===== config.mk =====
export PLATFORM = sky130hd
export DESIGN_NAME = patp_control
export DESIGN_NICKNAME = d
export VERILOG_FILES = /design/src/rtl/patp_pkg.sv /design/src/rtl/patp_control.sv
export SDC_FILE = /design/constraint.sdc
export NUM_CORES = 1
export LEC_CHECK = 0
export BUFFER_PORTS_ARGS = -buffer_cell sky130_fd_sc_hd__buf_2
export CORE_MARGIN = 10
export CORE_UTILIZATION = 41
export DETAILED_ROUTE_END_ITERATION = 16
export PLACE_DENSITY = 0.73
export SYNTH_ARGS = -nofsm -noshare
export SYNTH_HDL_FRONTEND = slang
export SYNTH_SLANG_ARGS = --single-unit

===== constraint.sdc =====
create_clock -name clk -period 3.29 [get_ports clk]
set_input_delay 0.329 -clock clk [delete_from_list [all_inputs] [get_ports clk]]
set_output_delay 0.329 -clock clk [all_outputs]
set_load 0.05 [all_outputs]

===== src/rtl/patp_pkg.sv =====
// Shared definitions for the PATP core: opcodes, ALU function codes and the
// control FSM state encoding.
package patp_pkg;

  // Instruction opcodes, held in ir[7:5]
  localparam logic [2:0] OP_LOAD  = 3'b000;
  localparam logic [2:0] OP_STORE = 3'b001;
  localparam logic [2:0] OP_ADD   = 3'b010;
  localparam logic [2:0] OP_INC   = 3'b011;
  localparam logic [2:0] OP_DEC   = 3'b100;
  localparam logic [2:0] OP_CLR   = 3'b101;
  localparam logic [2:0] OP_JMP   = 3'b110;
  localparam logic [2:0] OP_BZ    = 3'b111;

  // ALU function codes, shared with the ALU instance in the core top
  localparam logic [1:0] ALU_CLR = 2'b00;
  localparam logic [1:0] ALU_INC = 2'b01;
  localparam logic [1:0] ALU_ADD = 2'b10;
  localparam logic [1:0] ALU_DEC = 2'b11;

  // Control sequencer states
  typedef enum logic [2:0] {
    ST_FETCH   = 3'd0,
    ST_DECODE  = 3'd1,
    ST_OPERAND = 3'd2,
    ST_EXECUTE = 3'd3,
    ST_STORE   = 3'd4
  } ctrl_state_t;

  // ALU function for an ALU-class opcode; anything else maps to clear
  function automatic logic [1:0] alu_func_of(input logic [2:0] op);
    case (op)
      OP_ADD:  return ALU_ADD;
      OP_INC:  return ALU_INC;
      OP_DEC:  return ALU_DEC;
      default: return ALU_CLR;
    endcase
  endfunction

endpackage


===== src/rtl/patp_control.sv =====
// PATP instruction sequencer: fetches and decodes 8-bit instructions, drives
// the ALU and the memory request port, and handles jumps and branch-on-zero.
//
// Memory handshake: mem_req/mem_we/mem_addr/mem_wdata are registered and held
// stable while mem_req is high; a transfer completes in any cycle where
// mem_req and mem_ack are both high (mem_ack with mem_req low is ignored).
// The request for the next state is computed from the next-state values so a
// memory state can be entered with mem_req already high (zero-wait capable).
module patp_control
  import patp_pkg::*;
#(
  parameter int               ADDR_W   = 5,
  parameter logic [ADDR_W-1:0] RESET_PC = '0
) (
  input  logic              clk,
  input  logic              rst,
  output logic              mem_req,
  output logic              mem_we,
  output logic [ADDR_W-1:0] mem_addr,
  output logic [7:0]        mem_wdata,
  input  logic [7:0]        mem_rdata,
  input  logic              mem_ack,
  output logic [1:0]        alu_func,
  output logic [7:0]        alu_p,
  output logic [7:0]        alu_q,
  input  logic [7:0]        alu_result,
  input  logic              alu_zero,
  output logic [7:0]        acc,
  output logic [ADDR_W-1:0] pc,
  output logic              z_flag,
  output logic              instr_done
);

  ctrl_state_t       state_q, state_d;
  logic [ADDR_W-1:0] pc_q, pc_d;
  logic [7:0]        ir_q, ir_d;
  logic [7:0]        acc_q, acc_d;
  logic [7:0]        opnd_q, opnd_d;
  logic              z_q, z_d;
  logic              req_q, req_d;
  logic              we_q, we_d;
  logic [ADDR_W-1:0] addr_q, addr_d;
  logic              xfer;
  logic [2:0]        op;
  logic [ADDR_W-1:0] opnd_addr;

  assign op        = ir_q[7:5];
  assign opnd_addr = ir_q[ADDR_W-1:0];
  assign xfer      = req_q & mem_ack;

  // Next-state, datapath updates and per-state outputs
  always_comb begin
    state_d    = state_q;
    pc_d       = pc_q;
    ir_d       = ir_q;
    acc_d      = acc_q;
    opnd_d     = opnd_q;
    z_d        = z_q;
    instr_done = 1'b0;
    alu_func   = ALU_CLR;
    case (state_q)
      ST_FETCH: begin
        if (xfer) begin
          ir_d    = mem_rdata;
          pc_d    = pc_q + 1'b1;
          state_d = ST_DECODE;
        end
      end
      ST_DECODE: begin
        case (op)
          OP_LOAD, OP_ADD: state_d = ST_OPERAND;
          OP_STORE:        state_d = ST_STORE;
          OP_JMP: begin
            pc_d       = opnd_addr;
            instr_done = 1'b1;
            state_d    = ST_FETCH;
          end
          OP_BZ: begin
            if (z_q) pc_d = opnd_addr;
            instr_done = 1'b1;
            state_d    = ST_FETCH;
          end
          default:         state_d = ST_EXECUTE;
        endcase
      end
      ST_OPERAND: begin
        if (xfer) begin
          if (op == OP_LOAD) begin
            acc_d      = mem_rdata;
            instr_done = 1'b1;
            state_d    = ST_FETCH;
          end else begin
            opnd_d  = mem_rdata;
            state_d = ST_EXECUTE;
          end
        end
      end
      ST_EXECUTE: begin
        alu_func   = alu_func_of(op);
        acc_d      = alu_result;
        z_d        = alu_zero;
        instr_done = 1'b1;
        state_d    = ST_FETCH;
      end
      ST_STORE: begin
        if (xfer) begin
          instr_done = 1'b1;
          state_d    = ST_FETCH;
        end
      end
      default: state_d = ST_FETCH;
    endcase
  end

  // Memory request for the state being entered
  always_comb begin
    req_d  = (state_d == ST_FETCH) || (state_d == ST_OPERAND) || (state_d == ST_STORE);
    we_d   = (state_d == ST_STORE);
    addr_d = (state_d == ST_FETCH) ? pc_d : ir_d[ADDR_W-1:0];
  end

  // State and datapath registers
  always_ff @(posedge clk) begin
    if (rst) begin
      state_q <= ST_FETCH;
      pc_q    <= RESET_PC;
      ir_q    <= '0;
      acc_q   <= '0;
      opnd_q  <= '0;
      z_q     <= 1'b0;
      req_q   <= 1'b0;
      we_q    <= 1'b0;
      addr_q  <= RESET_PC;
    end else begin
      state_q <= state_d;
      pc_q    <= pc_d;
      ir_q    <= ir_d;
      acc_q   <= acc_d;
      opnd_q  <= opnd_d;
      z_q     <= z_d;
      req_q   <= req_d;
      we_q    <= we_d;
      addr_q  <= addr_d;
    end
  end

  assign mem_req   = req_q;
  assign mem_we    = we_q;
  assign mem_addr  = addr_q;
  assign mem_wdata = acc_q;
  assign alu_p     = opnd_q;
  assign alu_q     = acc_q;
  assign acc       = acc_q;
  assign pc        = pc_q;
  assign z_flag    = z_q;

endmodule


==> impl_metrics.ini <==
[detailed_routing]
remaining_drc_errors = 0
wl_per_cell_um = 15.8
vias_per_cell = 5.36
first_iter_violations = 81
vias = 1731
wirelength_um = 5120
drt-pass1-iter-count = 4
ant_nets = 0

[timing]
slew_violations = 0
worst_slack_ps = 1070
hold_viol_final = 0
finalCritPeriodShare_pct = 67.6
fin_skew_ps = 7.91
tns_ps = 0
min_period_ps = 2220
rsz0062_at_grt = false
tightest_slew_ps = 555
relSlewSlack_pct = 62.7
setup_viol = 0
fmax_ghz = 0.450

[synthesis]
synth_cells = 221
ys_types = 46
synth_flop_cell = dfxtp_1
avgSynthCellArea_um2 = 8.91
synth.most_common_cell = dfxtp_1
yosys-top-cells-count = 40 x dfxtp_1, 32 x nand2_1, 20 x a21oi_1, 20 x nor2_1, 16 x buf_4
synth_top_area_share_pct = 40.7
synth_edf_count = 0
synth_area_leaders = dfxtp_1 41%, buf_4 6.1%, nand2_1 6.1%
synth_fp_nets = 242
synth_top_area_cell = dfxtp_1
seq_area_frac_synth_pct = 40.7
async_reset_ff_share_pct = 0
ys_ff_latch = 40
yosys_warnings = 0
syn_area_um2 = 1970

[floorplanning]
fp.dieArea_um2 = 7980
core_area_um2 = 4690
initial_utilization_pct = 42.0
ios = 68
die_x_um = 89.3
rows = 25
die_h_um = 89.3

[global_routing]
first_global_vias = 1673
grt_max_degree = 30
grt_usage_pct = 12.9
antenna_found_initial = 0
grt_pass1_wl_um = 8140
grt.overflow.total = 0

[clocking]
cts_sinks = 40
clk_pin_slew_ps = 70
clock-root-buffer = clkbuf_8
htreeDepth = 2
cts_buffers = 5
clk_path_buf_depth = 2
cts_setup_buffers = 0
cts_hold_buf = 0
cts_tree = done
insertion_delay_ps = 300
ctsResizeCount = 0

[placed_design]
hpwlAfterDp_um = 3860
place_congestion = 0.841
dp_slack_ps = 1230
dp_cells = 316
io_buffers = 67

[power]
vdd_drop_max_v = 0.000229
power.total_uw = 979
power-per-cell-area_nw_per_um2 = 432
p_leak_uw = 0.00105

[finish]
drive_above_1_share_pct = 34.2
syn2layout_area_growth_pct = 15.2
final_nets = 290
layout.cells.non_filler = 323
antenna_cells = 0

[setup_path]
cpPeakStageDelay_ps = 640
crit_buf_inv = 1
endpoint_kind = output pin
crit_path_start_kind = flop
critPathTopFamily = simple AND/OR/NAND/NOR gates
cp_max_fo = 12
slowest_stage = dfxtp_1
crit_chain = nand2_1 -> or2_2 -> nor3_1 -> buf_2
required_ps = 2960
path_class = reg2out
critical_path_arrival_ps = 1900

[flow_run]
maxCapViolCount = 0

[outcome]
status = complete, no violations

[min_path]
hold_path_class = in2reg
==> worst reg2reg max path, cell delays in order (launching register included) <==
cell and delay (ps):
dfxtp_1 620, nor3b_1 380, and3_1 300, a211oi_1 70, a311o_1 350, mux2_2 260
==> per-layer routing <==
| metal | track usage (%) | wire length (um) |
|---|---|---|
| met1 | 15.8 | 2250 |
| met2 | 20.3 | 2510 |
| met3 | 5.01 | 289 |
| met4 | 3.76 | 64 |
| met5 | 0 | 0 |
==> placed cells by master (no fill, tap or decap), drive strengths merged, types with 2 or more instances in the layout <==
cell	netlist	layout
and2	6	6
nor2	20	20
nand4	3	3
nand3b	2	2
a211oi	3	3
or2	2	2
nor3	7	7
nor4b	2	2
o21ai	4	4
mux2	6	6
dfxtp	40	40
a21oi	21	21
nand2	32	32
nand3	4	4
and3	3	3
o22ai	2	2
nor4	2	2
mux2i	9	9
inv	2	2
clkbuf	4	5
nand2b	2	2
buf	24	69
a22oi	7	7
==> cell type report <==
class	instances	area [um2]
repair buffers	69	350
multi-input cells	151	961
clock buffers	5	68.8
flip-flops and latches	40	801
fillers	467	2420
clock inverters	2	12.5
well taps	54	67.6
inverters	2	7.51
==> power by group <==
part | internal [uW] | leakage, uW | total (uW) | switching (uW)
Clock | 144 | 0.0000400 | 315 | 171
Combinational | 46.4 | 0.000688 | 146 | 99.9
Sequential | 499 | 0.000324 | 518 | 18.9
==> sequential cells by signal (all words and copies together) (netlist names) <==
| register | count |
|---|---|
| state_q | 3 |
| alu_p | 8 |
| pc | 5 |
| mem_addr | 5 |
| z_flag | 1 |
| mem_req | 1 |
| acc | 8 |
| mem_we | 1 |
| ir_q | 8 |
==> through the flow <==
step	area, um2	hold WS, ps	util (%)
after floorplan	1970	451	-
after global placement	2190	462	46.6
after detailed placement	2190	471	46.6
after CTS	2270	286	48.3
after global routing	2270	287	48.3
final	2270	290	48.3
==> worst paths after layout <==
check | to | start | slack, ps | depth (start not counted)
max | alu_func[1] | state_q[1] | 1070 | 4
min reg2reg | acc[5] | acc[5] | 480 | 2
max reg2reg | mem_addr[4] | state_q[0] | 1220 | 5
min | z_flag | alu_zero | 290 | 3
==> kinds of logic after synthesis <==
group / Yosys count / synth area share, %
fa+ha+maj: 1 / 0.635
buf+inv: 30 / 10.5
mux: 15 / 8.01
compound gates: 46 / 16.0
xor+xnor: 1 / 0.445
simple gates: 88 / 23.7
flops: 40 / 40.7
Note: power is estimated with default switching activity, not from simulation.
